File: src/rtl/div32_seq_pkg.sv
// Shared constants and types for the 32-bit sequential restoring divider.
package div32_seq_pkg;

   localparam int DIV_W    = 32;
   localparam int DIV_ITER = 32;
   localparam int CNT_W    = 5;

   typedef enum logic [1:0] {
      S_IDLE = 2'd0,
      S_BUSY = 2'd1,
      S_DONE = 2'd2
   } state_t;

endpackage

File: src/rtl/div32_seq_if.sv
// Request/result bundle between a divider client and div32_seq.
interface div32_seq_if;
   import div32_seq_pkg::*;

   // start is taken only while the divider is idle or pulsing done; a and b are
   // captured on that same edge. done is a one-cycle pulse, and q/r/dz stay
   // valid from the done cycle until the next accepted start or reset.
   logic             start;
   logic [DIV_W-1:0] a;
   logic [DIV_W-1:0] b;
   logic             busy;
   logic             done;
   logic [DIV_W-1:0] q;
   logic [DIV_W-1:0] r;
   logic             dz;

   modport master (output start, a, b, input busy, done, q, r, dz);
   modport slave  (input start, a, b, output busy, done, q, r, dz);

endinterface

File: src/rtl/div32_seq_cla32.sv
// 32-bit carry-lookahead adder: 4-bit lookahead groups, group carries chained.
module cla32 (
   input  logic [31:0] a,
   input  logic [31:0] b,
   input  logic        ci,
   output logic [31:0] s,
   output logic        co
);

   logic [31:0] p;
   logic [31:0] g;
   logic [8:0]  gc;

   assign p     = a ^ b;
   assign g     = a & b;
   assign gc[0] = ci;
   assign co    = gc[8];

   for (genvar gi = 0; gi < 8; gi++) begin : g_grp
      logic [3:0] gp;
      logic [3:0] gg;
      logic [4:0] c;

      assign gp   = p[4*gi +: 4];
      assign gg   = g[4*gi +: 4];
      assign c[0] = gc[gi];
      assign c[1] = gg[0] | (gp[0] & c[0]);
      assign c[2] = gg[1] | (gp[1] & gg[0]) | (gp[1] & gp[0] & c[0]);
      assign c[3] = gg[2] | (gp[2] & gg[1]) | (gp[2] & gp[1] & gg[0])
                  | (gp[2] & gp[1] & gp[0] & c[0]);
      assign c[4] = gg[3] | (gp[3] & gg[2]) | (gp[3] & gp[2] & gg[1])
                  | (gp[3] & gp[2] & gp[1] & gg[0]) | ((&gp) & c[0]);

      assign s[4*gi +: 4] = gp ^ c[3:0];
      assign gc[gi+1]     = c[4];
   end

endmodule

File: src/rtl/div32_seq.sv
// Unsigned 32-bit restoring divider, one quotient bit per cycle, with a cla32
// trial subtractor and a start/done handshake.
module div32_seq
   import div32_seq_pkg::*;
(
   input  logic        clk,
   input  logic        reset,
   div32_seq_if.slave  dif,
   output state_t      state_dbg
);

   localparam logic [CNT_W-1:0] CNT_LAST = CNT_W'(DIV_ITER - 1);

   state_t           state;
   state_t           state_next;
   logic             busy_q;
   logic             done_q;
   logic             busy_n;
   logic             done_n;
   logic             accept;
   logic             last;

   logic [DIV_W-1:0] rem;
   logic [DIV_W-1:0] quo;
   logic [DIV_W-1:0] divisor;
   logic [CNT_W-1:0] count;
   logic [DIV_W-1:0] q_q;
   logic [DIV_W-1:0] r_q;
   logic             dz_q;

   logic [DIV_W:0]   shifted;
   logic [DIV_W-1:0] diff;
   logic             co;
   logic             ok;
   logic [DIV_W-1:0] rem_n;
   logic [DIV_W-1:0] quo_n;

   assign last = (count == CNT_LAST);

   // Trial subtraction shifted - divisor as shifted + ~divisor + 1.
   assign shifted = {rem, quo[DIV_W-1]};

   cla32 u_sub (
      .a  (shifted[DIV_W-1:0]),
      .b  (~divisor),
      .ci (1'b1),
      .s  (diff),
      .co (co)
   );

   // rem < divisor keeps shifted < 2*divisor, so a set bit 32 means no borrow.
   assign ok    = shifted[DIV_W] | co;
   assign rem_n = ok ? diff : shifted[DIV_W-1:0];
   assign quo_n = {quo[DIV_W-2:0], ok};

   always_comb begin
      state_next = state;
      busy_n     = 1'b0;
      done_n     = 1'b0;
      accept     = 1'b0;
      case (state)
         S_IDLE, S_DONE: begin
            state_next = S_IDLE;
            if (dif.start) begin
               accept = 1'b1;
               if (dif.b == '0) begin
                  state_next = S_DONE;
                  done_n     = 1'b1;
               end else begin
                  state_next = S_BUSY;
                  busy_n     = 1'b1;
               end
            end
         end
         S_BUSY: begin
            if (last) begin
               state_next = S_DONE;
               done_n     = 1'b1;
            end else begin
               busy_n = 1'b1;
            end
         end
         default: state_next = S_IDLE;
      endcase
   end

   always_ff @(posedge clk) begin
      if (reset) begin
         state  <= S_IDLE;
         busy_q <= 1'b0;
         done_q <= 1'b0;
      end else begin
         state  <= state_next;
         busy_q <= busy_n;
         done_q <= done_n;
      end
   end

   always_ff @(posedge clk) begin
      if (reset) begin
         rem     <= '0;
         quo     <= '0;
         divisor <= '0;
         count   <= '0;
         q_q     <= '0;
         r_q     <= '0;
         dz_q    <= 1'b0;
      end else if (accept) begin
         divisor <= dif.b;
         if (dif.b == '0) begin
            q_q  <= '1;
            r_q  <= dif.a;
            dz_q <= 1'b1;
         end else begin
            rem   <= '0;
            quo   <= dif.a;
            count <= '0;
            dz_q  <= 1'b0;
         end
      end else if (state == S_BUSY) begin
         rem   <= rem_n;
         quo   <= quo_n;
         count <= count + CNT_W'(1);
         if (last) begin
            q_q <= quo_n;
            r_q <= rem_n;
         end
      end
   end

   assign dif.busy  = busy_q;
   assign dif.done  = done_q;
   assign dif.q     = q_q;
   assign dif.r     = r_q;
   assign dif.dz    = dz_q;
   assign state_dbg = state;

endmodule

File: src/flat_wrapper.sv
// flat-port wrapper written by rule: the top's interface ports become plain ports
module div32_seq_flat import div32_seq_pkg::*;
  (clk, reset, state_dbg, dif_start, dif_a, dif_b, dif_busy, dif_done, dif_q, dif_r, dif_dz);
  div32_seq_if dif_i ();
  input  logic clk;
  input  logic reset;
  output state_t state_dbg;
  input wire logic [$bits(dif_i.start)-1:0] dif_start;
  input wire logic [$bits(dif_i.a)-1:0] dif_a;
  input wire logic [$bits(dif_i.b)-1:0] dif_b;
  output wire logic [$bits(dif_i.busy)-1:0] dif_busy;
  output wire logic [$bits(dif_i.done)-1:0] dif_done;
  output wire logic [$bits(dif_i.q)-1:0] dif_q;
  output wire logic [$bits(dif_i.r)-1:0] dif_r;
  output wire logic [$bits(dif_i.dz)-1:0] dif_dz;
  assign dif_i.start = dif_start;
  assign dif_i.a = dif_a;
  assign dif_i.b = dif_b;
  assign dif_busy = dif_i.busy;
  assign dif_done = dif_i.done;
  assign dif_q = dif_i.q;
  assign dif_r = dif_i.r;
  assign dif_dz = dif_i.dz;
  div32_seq u_core (.clk(clk), .reset(reset), .dif(dif_i), .state_dbg(state_dbg));
endmodule
File: config.mk
export PLATFORM = sky130hd
export DESIGN_NAME = div32_seq_flat
export DESIGN_NICKNAME = d
export VERILOG_FILES = /design/src/rtl/div32_seq_pkg.sv /design/src/rtl/div32_seq_if.sv /design/src/rtl/div32_seq_cla32.sv /design/src/rtl/div32_seq.sv /design/src/flat_wrapper.sv
export SDC_FILE = /design/constraint.sdc
export NUM_CORES = 1
export LEC_CHECK = 0
export ABC_CLOCK_PERIOD_IN_PS = 3500
export BUFFER_PORTS_ARGS = -buffer_cell sky130_fd_sc_hd__buf_4
export CORE_MARGIN = 1.5
export CORE_UTILIZATION = 30
export CTS_CLUSTER_SIZE = 14
export DETAILED_ROUTE_END_ITERATION = 16
export GPL_ROUTABILITY_DRIVEN = 0
export HOLD_SLACK_MARGIN = 0.03
export MAX_ROUTING_LAYER = met4
export SLEW_MARGIN = 15
export SYNTH_ARGS = -nofsm -noshare
export SYNTH_HDL_FRONTEND = slang
export SYNTH_HIERARCHICAL = 1
export SYNTH_SLANG_ARGS = --single-unit
File: constraint.sdc
create_clock -name clk -period 3.5 [get_ports clk]
set_input_delay 0.7 -clock clk [delete_from_list [all_inputs] [get_ports clk]]
set_output_delay 0.7 -clock clk [all_outputs]
set_load 0.02 [all_outputs]
==> results of run 1 <==
## through the flow
step / utilization (%) / area, µm²
final: 37.7 / 10900
after global placement: 35.6 / 10300
after detailed placement: 35.6 / 10300
after global routing: 37.7 / 10900
after floorplan: - / 8870
after CTS: 37.6 / 10900
## how the worst max path moves through the flow
stage	to	slack, ns	start
2_1_floorplan	u_core/dif.r[10]$_SDFFE_PP0P_	0.18	u_core/divisor[13]$_SDFFE_PP0P_
3_3_place_gp	u_core/dif.r[30]$_SDFFE_PP0P_	0.09	u_core/rem[7]$_SDFFE_PP0P_
3_5_place_dp	u_core/dif.r[30]$_SDFFE_PP0P_	0.08	u_core/divisor[11]$_SDFFE_PP0P_
4_1_cts	u_core/dif.r[30]$_SDFFE_PP0P_	0.06	u_core/rem[7]$_SDFFE_PP0P_
5_1_grt	u_core/dif.r[25]$_SDFFE_PP0P_	0.006	u_core/divisor[13]$_SDFFE_PP0P_
6_report	u_core/dif.r[29]$_SDFFE_PP0P_	0.25	u_core/divisor[13]$_SDFFE_PP0P_
## cells by family (layout without fill, tap and decap cells)
kind of cell,after synthesis,in the layout
AND/OR/NAND/NOR,361,361
AO/OA/AOI/OAI,288,288
flip-flops,170,170
buffers and inverters,137,237
adder cells (fa/ha/maj),42,42
multiplexers,32,32
XOR/XNOR,22,22
other,1,2
## metal layers
layer	wire, µm	part of all wire [%]
met1	12700	47
met3	1120	4.1
met4	303	1.1
met5	0	0
met2	13200	48
## cell usage in the layout, fill, tap and decap left out, drive strengths merged, types with 6 or more instances in the layout
| cell | instances |
|---|---|
| mux2i | 32 |
| nand3 | 6 |
| dfxtp | 170 |
| a31oi | 34 |
| ha | 34 |
| fa | 8 |
| or4 | 32 |
| o22ai | 33 |
| and4 | 34 |
| a21o | 10 |
| o21ai | 10 |
| a21oi | 89 |
| a22oi | 31 |
| nor2b | 6 |
| nand2 | 235 |
| inv | 47 |
| nor2 | 13 |
| buf | 159 |
| clkbuf | 22 |
| a311oi | 31 |
| xor2 | 14 |
| nor4 | 9 |
| xnor2 | 8 |
| o311a | 32 |
## repair_timing
| item | in CTS | in global routing |
|---|---|---|
| hold buffers | 0 | 0 |
| setup endpoints to repair | 0 | 30 |
| gates resized for setup | 0 | 9 |
## flip-flops by register name (all words and copies together), names as in the netlist
signal            flops
u_core/divisor       32
u_core/state_dbg      2
u_core/dif.done       1
u_core/count          5
u_core/rem           32
u_core/dif.dz         1
u_core/dif.q         32
u_core/quo           32
u_core/dif.busy       1
u_core/dif.r         32
## synth_stat cells, types with 2 or more instances
master	count
clkbuf_1	71
a22oi_1	31
nor2_1	13
o311a_1	32
and2_1	2
inv_1	46
nand4_1	3
buf_2	15
or2_1	2
nand4_2	2
nor4_1	5
o21ai_0	7
nand2b_1	5
xor2_1	14
a221oi_1	2
nor2b_1	6
and4_1	34
dfxtp_1	170
nor4b_1	2
nand3_1	6
fa_1	8
ha_1	34
a32o_1	2
o21ai_1	3
a21oi_1	88
a311oi_1	31
o21a_1	2
buf_1	5
xnor2_1	8
o22ai_1	33
nor3_1	3
or4_1	32
nor4_2	4
nand2_1	235
mux2i_1	32
a31oi_1	33
a21o_1	9
## area by class of cell
class | instances | area [µm²] | share of cell area, %
Timing Repair Buffer | 159 | 1260 | 11.5
Multi-Input combinational cell | 747 | 5020 | 46.0
Inverter | 46 | 173 | 1.58
Clock inverter | 10 | 118 | 1.08
Sequential cell | 170 | 3400 | 31.2
Clock buffer | 22 | 464 | 4.25
Tap cell | 384 | 480 | 4.40
## power groups by stage
stage	combinational [mW]	clock [mW]	sequential, mW
2_1_floorplan	2.13	0	2.19
3_3_place_gp	2.80	0	2.23
3_5_place_dp	2.82	0	2.23
4_1_cts	2.84	1.95	2.19
5_1_grt	3.25	2.02	2.21
6_report	2.96	1.92	2.19
## critical path, cell delays in order (launching register included)
cell and delay, ns:
dfxtp_1 0.33, inv_1 0.05, ha_1 0.32, a21oi_1 0.18, o21ai_1 0.12, nor2b_1 0.18
a2111oi_4 0.32, a21oi_2 0.12, a31oi_4 0.23, o311ai_4 0.15, a21o_1 0.23, nor2_4 0.14
buf_12 0.18, mux2i_1 0.29, a21oi_1 0.12, o311a_1 0.17
==> reports/metrics.yaml, run 1 <==
synth-simple-area-share_pct: 20.4
ios: 136
maxSlewHeadroom_pct: 37.5
end_kind: "flip-flop"
use_met1_pct: 24.1
dieArea_um2: 30600
synth_largest_area_cell: "dfxtp_1"
port_buffers: 135
drive_above_1_share_pct: 18.9
synth_edf_count: 0
ant_nets: 0
vias: 8368
dp_cells: 1506
ys.warnings.count: 6
drcViolationCount: 0
fin_hold_ws_ns: 0.455
grt_pass1_wl_mm: 43.8
synthXorXnorAreaFrac_pct: 2.17
path_clk_slew_ns: 0.07
overflow: 0
powerDensity_nw_per_um2: 647
maxSlewViolCount: 0
busiest_layer: "met2"
pwr-share-clk_pct: 27.2
clockBufferDepth: 2
final_cells: 1538
power.total_mw: 7.06
cell_internal_pwr_mw: 4.52
synthAdderAreaFrac_pct: 6.60
cp.arrival_ns: 3.57
skew_ns: 0.0110
pre_cts_ws_ns: 0.0796
synth.top_cell.area_share_pct: 38.4
hp-start: "u_core/divisor[4]$_SDFFE_PP0P_"
wl_per_cell_um: 17.8
grt_pass1_vias: 8108
hpwl_mm: 19.4
holdPathStages: 2
maxCapViolations: 0
hp-class: "reg2reg"
p_leak_nw: 4.53
grtUsageMet3_pct: 2.59
rsz0062_at_grt: "no"
drt_wl_total_mm: 27.4
synth.area.mux_share_pct: 3.61
grt_max_degree: 71
ys_types: 60
postLayoutSetupSlackWorst_ns: 0.252
swShare_pct: 36.0
whs_endpoint: "u_core/divisor[4]$_SDFFE_PP0P_"
syn_area_per_cell_um2: 8.42
fmax_mhz: 308
initialDrtViolationCount: 481
synth_compound_area_share_pct: 22.8
met2_usage_pct: 29.9
gr-usage-all-layers_pct: 18.4
core-area_um2: 28900
vias_per_cell: 5.44
fp.dieW_um: 175
row_count: 62
outcome: "complete, no violations"
synthArstFlopShare_pct: 0
first_pass_iters: 5
cp_max_fo: 14
power_switching_mw: 2.55
tns_ns: 0
die_h_um: 175
post-cts-setup-buffers: 0
cp_data_required_time_ns: 3.82
syn_inst: 1053
cp-start-kind: "flip-flop"
synth_flop_cell: "dfxtp_1"
layout_worst_path_cycle_share_pct: 92.8
p_comb_share_pct: 41.9
cts.htree.levels: 4
clk_latency_ns: 0.43
synth_area_leaders: "dfxtp_1 (38%), nand2_1 (9.9%), a21oi_1 (5.0%), ha_1 (4.8%), mux2i_1 (3.6%)"
cts_tree: "done"
min_period_ns: 3.25
yosys_register_bits: 170
diodes: 0
seq_area_frac_synth_pct: 38.4
timing.rr.end: "u_core/dif.r[29]$_SDFFE_PP0P_"
setup_viol: 0
timing.final.hold_violations: 0
ir_drop_v: 0.000500
seq_power_share_pct: 31.0
worst-r2r-setup-slack_ns: 0.25
fin_nets: 1250
fillCellCount: 2991
area_delta_synth_final_pct: 23.1
critPathKind: "reg2reg"
floorplan.initialDensity_pct: 30.7
r2r_cells: 15
synth_top_family_by_area: "compound AO/OA/AOI/OAI gates"
cts_root_buf: "clkbuf_16"
r2r-start: "u_core/divisor[13]$_SDFFE_PP0P_"
cts_made_buffers: 17
clock-sinks: 170
synth_area_um2: 8870
worst_slew_pin_slew_ns: 0.935
antenna_found_initial: 0
(Power assumes the default switching activity.)
==> run 2: changes to the inputs <==
Settings changed: REMOVE_ABC_BUFFERS set to 1.
==> run 2 against run 1 <==
- critical path depth unchanged
- sequential share of layout area down 0.096 points
- worst setup slack worse by 0.067 ns
- register-to-register slack worse by 0.07 ns
- non-clock buffer count up 4
- design area up 0.31%
- total power up 1.5%
- global-route usage up 0.14 points
- core utilization up 0.12 points
- via count up 0.71%
- combinational power up 3%
- die area unchanged
==> reports/metrics.yaml, run 2 (same netlist as run 1, synthesis figures left out) <==
cts.htree.levels: 4  # unchanged
critPathKind: "reg2reg"  # unchanged
dpl_cell_area_um2: 10300  # about the same
worst-r2r-setup-slack_ns: 0.18  # was 0.25 ns
ios: 136  # unchanged
drcViolationCount: 0  # unchanged
timing.rr.end: "u_core/dif.r[21]$_SDFFE_PP0P_"  # was u_core/dif.r[29]$_SDFFE_PP0P_
postLayoutSetupSlackWorst_ns: 0.185  # was 0.252 ns
cts_tree: "done"  # unchanged
final_cells: 1540  # was 1538
maxCapViolations: 0  # unchanged
swShare_pct: 36.1  # was 36.0%
wl_per_cell_um: 18.0  # was 17.8 µm
setup_viol: 0  # unchanged
hpwl_mm: 19.3  # was 19.4 mm
clock-sinks: 170  # unchanged
layout_worst_path_cycle_share_pct: 94.7  # was 92.8%
port_buffers: 135  # unchanged
cp-start-kind: "flip-flop"  # unchanged
clk_latency_ns: 0.43  # about the same
min_period_ns: 3.32  # was 3.25 ns
drt_wl_total_mm: 27.8  # was 27.4 mm
grt_pass1_wl_mm: 44.3  # was 43.8 mm
r2r-start: "u_core/divisor[13]$_SDFFE_PP0P_"  # unchanged
ir_drop_v: 0.000555  # was 0.000500 V
layout_common_cells: "nand2_1 (235), dfxtp_1 (170), buf_4 (158)"  # was nand2_1 (235), dfxtp_1 (170), buf_4 (154)
end_kind: "flip-flop"  # unchanged
die_h_um: 175  # unchanged
floorplan.initialDensity_pct: 30.7  # unchanged
path_delay_family: "compound AO/OA/AOI/OAI gates"  # unchanged
overflow: 0  # unchanged
vias_per_cell: 5.47  # was 5.44
fp.dieW_um: 175  # unchanged
rsz0062_at_grt: "yes"  # was no
fin_nets: 1254  # was 1250
first_pass_iters: 8  # was 5
mostFrequentLayoutCell: "nand2_1"  # unchanged
worst_slew_pin_slew_ns: 0.776  # was 0.935 ns
cp.arrival_ns: 3.63  # was 3.57 ns
final_cell_area_um2: 11000  # was 10900 µm²
fmax_mhz: 302  # was 308 MHz
path_buf_inv: 2  # unchanged
skew_ns: 0.00769  # was 0.0110 ns
cp_num_cells: 15  # unchanged
initialDrtViolationCount: 636  # was 481
r2r_cells: 15  # unchanged
cp-endpoint: "u_core/dif.r[21]$_SDFFE_PP0P_"  # was u_core/dif.r[29]$_SDFFE_PP0P_
hp-class: "reg2reg"  # unchanged
antenna_found_initial: 0  # unchanged
outcome: "complete, no violations"  # unchanged
max_stage_delay_ns: 0.33  # about the same
area_delta_synth_final_pct: 23.4  # was 23.1%
row_count: 62  # unchanged
gr-usage-all-layers_pct: 18.5  # was 18.4%
pwr-share-clk_pct: 27.1  # was 27.2%
crit_chain: "inv_1 > ha_1 > a21oi_2 > o21ai_1 > nor2b_1 > a2111oi_4 > a21oi_2 > a31oi_4 > o311ai_4 > a21o_1 > nor2_4 > clkbuf_16 > mux2i_1 > a21oi_1 > o311a_1"  # was inv_1 > ha_1 > a21oi_1 > o21ai_1 > nor2b_1 > a2111oi_4 > a21oi_2 > a31oi_4 > o311ai_4 > a21o_1 > nor2_4 > buf_12 > mux2i_1 > a21oi_1 > o311a_1
pre_cts_ws_ns: 0.0889  # was 0.0796 ns
fin_util_pct: 37.8  # was 37.7%
tns_ns: 0  # unchanged
timing.final.hold_violations: 0  # unchanged
p_comb_share_pct: 42.4  # was 41.9%
critPathLaunch: "u_core/divisor[13]$_SDFFE_PP0P_"  # unchanged
p_leak_nw: 4.58  # was 4.53 nW
clockBufferDepth: 2  # unchanged
cp_max_fo: 17  # was 14
grt_max_degree: 56  # was 71
grt_pass1_vias: 8120  # was 8108
diodes: 0  # unchanged
vias: 8427  # was 8368
ant_nets: 0  # unchanged
fillCellCount: 2985  # was 2991
cell_internal_pwr_mw: 4.58  # was 4.52 mW
cts_made_buffers: 17  # unchanged
drive_above_1_share_pct: 18.9  # about the same
maxSlewViolCount: 0  # unchanged
cp_slowest_cell: "dfxtp_1"  # unchanged
power_switching_mw: 2.59  # was 2.55 mW
path_clk_slew_ns: 0.06  # was 0.07 ns
maxSlewHeadroom_pct: 48.3  # was 37.5%
core-area_um2: 28900  # unchanged
powerDensity_nw_per_um2: 655  # was 647 nW/µm²
dp_cells: 1509  # was 1506
seq_power_share_pct: 30.5  # was 31.0%
post-cts-setup-buffers: 0  # unchanged
crit_top_cell: "a21oi_2"  # was a21oi_1
dieArea_um2: 30600  # unchanged
cts_root_buf: "clkbuf_16"  # unchanged
cp_data_required_time_ns: 3.81  # was 3.82 ns
==> run 2: cell types whose count changed in the layout (fill, tap and decap cells not counted), moves of 2 or more <==
cell / before / now
clkinvlp_4: 4 / 2
mux2i_2: 7 / 3
mux2i_1: 25 / 28
buf_4: 154 / 158
==> run 2: layout make-up <==
class / count / area [µm²] / area share (%)
Clock buffer: 22 / 464 / 4.24
Inverter: 46 / 173 / 1.58
Sequential cell: 170 / 3400 / 31.1
Tap cell: 384 / 480 / 4.39
Timing Repair Buffer: 163 / 1290 / 11.8
Clock inverter: 8 / 120 / 1.10
Multi-Input combinational cell: 747 / 5020 / 45.8
==> run 2: repair_timing <==
action                                  in CTS  in global routing
hold buffers                                 0                  0
endpoints found under the setup margin       0                 42
resized for setup                            0                  8
==> run 2: metal layers <==
metal | vias up | share of wire (%) | global-route usage, %
li1 | 4057 | - | -
met1 | 4061 | 47 | 25.6
met2 | 288 | 46 | 28.2
met3 | 21 | 5.9 | 3.22
met4 | 0 | 1.2 | 4.10
met5 | - | 0 | -
==> run 2: how the worst min path moves through the flow <==
| stage | from | end | slack [ns] | depth (start not counted) |
|---|---|---|---|---|
| 2_1_floorplan | u_core/divisor[0]$_SDFFE_PP0P_ | u_core/divisor[0]$_SDFFE_PP0P_ | 0.43 | 2 |
| 3_3_place_gp | u_core/divisor[12]$_SDFFE_PP0P_ | u_core/divisor[12]$_SDFFE_PP0P_ | 0.44 | 2 |
| 3_5_place_dp | u_core/divisor[20]$_SDFFE_PP0P_ | u_core/divisor[20]$_SDFFE_PP0P_ | 0.45 | 2 |
| 4_1_cts | u_core/divisor[20]$_SDFFE_PP0P_ | u_core/divisor[20]$_SDFFE_PP0P_ | 0.46 | 2 |
| 5_1_grt | u_core/divisor[6]$_SDFFE_PP0P_ | u_core/divisor[6]$_SDFFE_PP0P_ | 0.48 | 2 |
| 6_report | u_core/divisor[21]$_SDFFE_PP0P_ | u_core/divisor[21]$_SDFFE_PP0P_ | 0.45 | 2 |
==> run 2: per-stage QoR <==
stage	power, mW	hold slack (ns)
floorplan	3.97	0.430
global placement	4.98	0.444
detailed placement	5.01	0.448
CTS	6.98	0.457
global route	7.59	0.479
finish	7.17	0.455
==> run 2: power groups by stage <==
stage | registers (mW) | clock network [mW] | logic, mW
floorplan | 2.17 | 0 | 1.80
global placement | 2.23 | 0 | 2.75
detailed placement | 2.23 | 0 | 2.78
CTS | 2.19 | 1.98 | 2.81
global route | 2.21 | 2.06 | 3.32
finish | 2.19 | 1.94 | 3.04
==> run 2: worst reg2reg max path, cell delays in order, from the launching register on <==
cell,delay [ns]
dfxtp_1,0.33
inv_1,0.05
ha_1,0.33
a21oi_2,0.17
o21ai_1,0.12
nor2b_1,0.17
a2111oi_4,0.31
a21oi_2,0.12
a31oi_4,0.27
o311ai_4,0.14
a21o_1,0.22
nor2_4,0.15
clkbuf_16,0.24
mux2i_1,0.31
a21oi_1,0.12
o311a_1,0.15
==> run 3: changes to the inputs <==
Settings changed: SETUP_SLACK_MARGIN set to 0.3.
==> run 3 against run 2 <==
- critical path depth is 1 higher
- die area stayed put
- first-iteration DRC count up 3.1%
- worst hold slack hardly changed
- non-clock buffer count rose by 21
- sequential share of layout area is 1.9 points lower
- highest routed layer unchanged
- clock skew is 0.0026 ns higher
- critical path type unchanged
- sequential power rose by 2%
- clock power hardly changed
- clock-buffer cell count unchanged
- wire length increased by 4.9%
- combinational power up 67%
==> reports/metrics.yaml, run 3 (same netlist as run 1, synthesis figures left out) <==
cts.htree.levels: 4  # unchanged
first_pass_iters: 6  # was 8
ios: 136  # unchanged
critPathKind: "reg2reg"  # unchanged
maxCapViolations: 0  # unchanged
end_kind: "flip-flop"  # unchanged
hp-class: "reg2reg"  # unchanged
cts_made_buffers: 17  # unchanged
gr-usage-all-layers_pct: 19.0  # was 18.5%
floorplan.initialDensity_pct: 30.7  # unchanged
tns_ns: 0  # unchanged
use_met1_pct: 26.2  # was 25.6%
worst_slew_pin_slew_ns: 0.796  # was 0.776 ns
fillCellCount: 2890  # was 2985
hpwl_mm: 19.3  # unchanged
diodes: 0  # unchanged
path_clk_slew_ns: 0.06  # about the same
clk_latency_ns: 0.43  # about the same
maxSlewHeadroom_pct: 46.9  # was 48.3%
layout_common_cells: "nand2_1 (234), buf_4 (173), dfxtp_1 (154)"  # was nand2_1 (235), dfxtp_1 (170), buf_4 (158)
worst-r2r-setup-slack_ns: 0.21  # was 0.18 ns
grtUsageMet3_pct: 3.37  # was 3.22%
drive_above_1_share_pct: 26.9  # was 18.9%
fp.dieW_um: 175  # unchanged
min_period_ns: 3.29  # was 3.32 ns
cp-start-kind: "flip-flop"  # unchanged
cts_tree: "done"  # unchanged
ir_drop_v: 0.000546  # was 0.000555 V
skew_ns: 0.0103  # was 0.00769 ns
multi_input_area_um2: 5540  # was 5020 µm²
cp_max_fo: 4  # was 17
port_buffers: 135  # unchanged
cts_root_buf: "clkbuf_16"  # unchanged
area_delta_synth_final_pct: 32.5  # was 23.4%
layout_worst_path_cycle_share_pct: 94.0  # was 94.7%
rsz0062_at_grt: "yes"  # unchanged
maxSlewViolCount: 0  # unchanged
setup_viol: 0  # unchanged
regArea_um2: 3430  # was 3400 µm²
cp.arrival_ns: 3.60  # was 3.63 ns
core-area_um2: 28900  # unchanged
antenna_found_initial: 0  # unchanged
fmax_mhz: 304  # was 302 MHz
dieArea_um2: 30600  # unchanged
clock-sinks: 170  # unchanged
final_cell_area_um2: 11800  # was 11000 µm²
power.total_mw: 9.28  # was 7.17 mW
ant_nets: 0  # unchanged
dpl_cell_area_um2: 10300  # unchanged
grt_pass1_vias: 8229  # was 8120
outcome: "complete, no violations"  # unchanged
fin_nets: 1275  # was 1254
vias: 8658  # was 8427
cp_data_required_time_ns: 3.81  # about the same
timing.final.hold_violations: 0  # unchanged
p_leak_nw: 4.61  # was 4.58 nW
drt_wl_total_mm: 29.1  # was 27.8 mm
initialDrtViolationCount: 656  # was 636
powerDensity_nw_per_um2: 789  # was 655 nW/µm²
vias_per_cell: 5.55  # was 5.47
grt_max_degree: 56  # unchanged
row_count: 62  # unchanged
met2_usage_pct: 29.0  # was 28.2%
grt_pass1_wl_mm: 45.2  # was 44.3 mm
drcViolationCount: 0  # unchanged
wl_per_cell_um: 18.7  # was 18.0 µm
overflow: 0  # unchanged
mostFrequentLayoutCell: "nand2_1"  # unchanged
clockBufferDepth: 2  # unchanged
busiest_layer: "met2"  # unchanged
die_h_um: 175  # unchanged
cts_hold_buf: 0  # unchanged
==> run 3: cell count changes in the layout (fill, tap and decap cells not counted), moves of 6 or more <==
cell     before  now
a21oi_1      85   74
dfxtp_2       0   14
a21oi_2       4   14
inv_2         0    7
mux2i_1      28    1
mux2i_4       1   22
dfxtp_1     170  154
ha_1         34   22
ha_4          0   12
buf_4       158  173
inv_1        46   39
mux2i_2       3    9
==> run 3: final cells by class <==
cell class              count  area share (%)
repair buffers            184            13.2
well taps                 384            4.09
inverters                  46            1.47
clock buffers              22            3.95
clock inverters             8            1.02
multi-input cells         747            47.1
flip-flops and latches    170            29.2
==> run 3: worst paths after layout <==
path | from | endpoint | depth (start not counted)
min | u_core/divisor[21]$_SDFFE_PP0P_ | u_core/divisor[21]$_SDFFE_PP0P_ | 2
min reg2reg | u_core/divisor[21]$_SDFFE_PP0P_ | u_core/divisor[21]$_SDFFE_PP0P_ | 2
max reg2reg | u_core/rem[1]$_SDFFE_PP0P_ | u_core/dif.r[18]$_SDFFE_PP0P_ | 16
max | u_core/rem[1]$_SDFFE_PP0P_ | u_core/dif.r[18]$_SDFFE_PP0P_ | 16
==> run 3: what timing repair did <==
item,CTS,global route
gates cloned,3,2
buffers inserted,7,10
gates resized for setup,26,94
endpoints found under the setup margin,56,62
pin swaps,6,38
==> run 3: critical path, cell delays in order (launching register included) <==
cell,delay [ns]
dfxtp_1,0.35
ha_1,0.36
a21o_1,0.20
a21oi_2,0.22
a21oi_2,0.13
a21oi_4,0.22
a21oi_2,0.10
a31oi_4,0.24
o311ai_4,0.10
a21o_1,0.22
nor2_4,0.16
buf_6,0.15
buf_12,0.12
clkbuf_16,0.16
mux2i_4,0.25
a21oi_2,0.07
o311a_1,0.13
==> run 3: report_power, final <==
part	internal, mW	total, mW	switching [mW]
Clock	1.15	1.95	0.797
Combinational	2.74	5.09	2.36
Sequential	2.07	2.24	0.166
==> run 3: layer usage <==
metal	vias to the layer above	share of wire, %
met5	-	0
met4	0	1.1
met3	22	6.9
met2	356	46
met1	4173	46
li1	4107	-
==> run 3: per-stage QoR <==
stage                     cells  worst slack (ns)  util [%]  hold WS, ns
after floorplan             963             -1.35         -        0.430
after global placement     1509             0.127      35.6        0.444
after detailed placement   1509            0.0889      35.6        0.448
after CTS                  1549             0.297      38.7        0.457
after global routing       1561             0.135      40.6        0.479
final                      1561             0.211      40.6        0.455
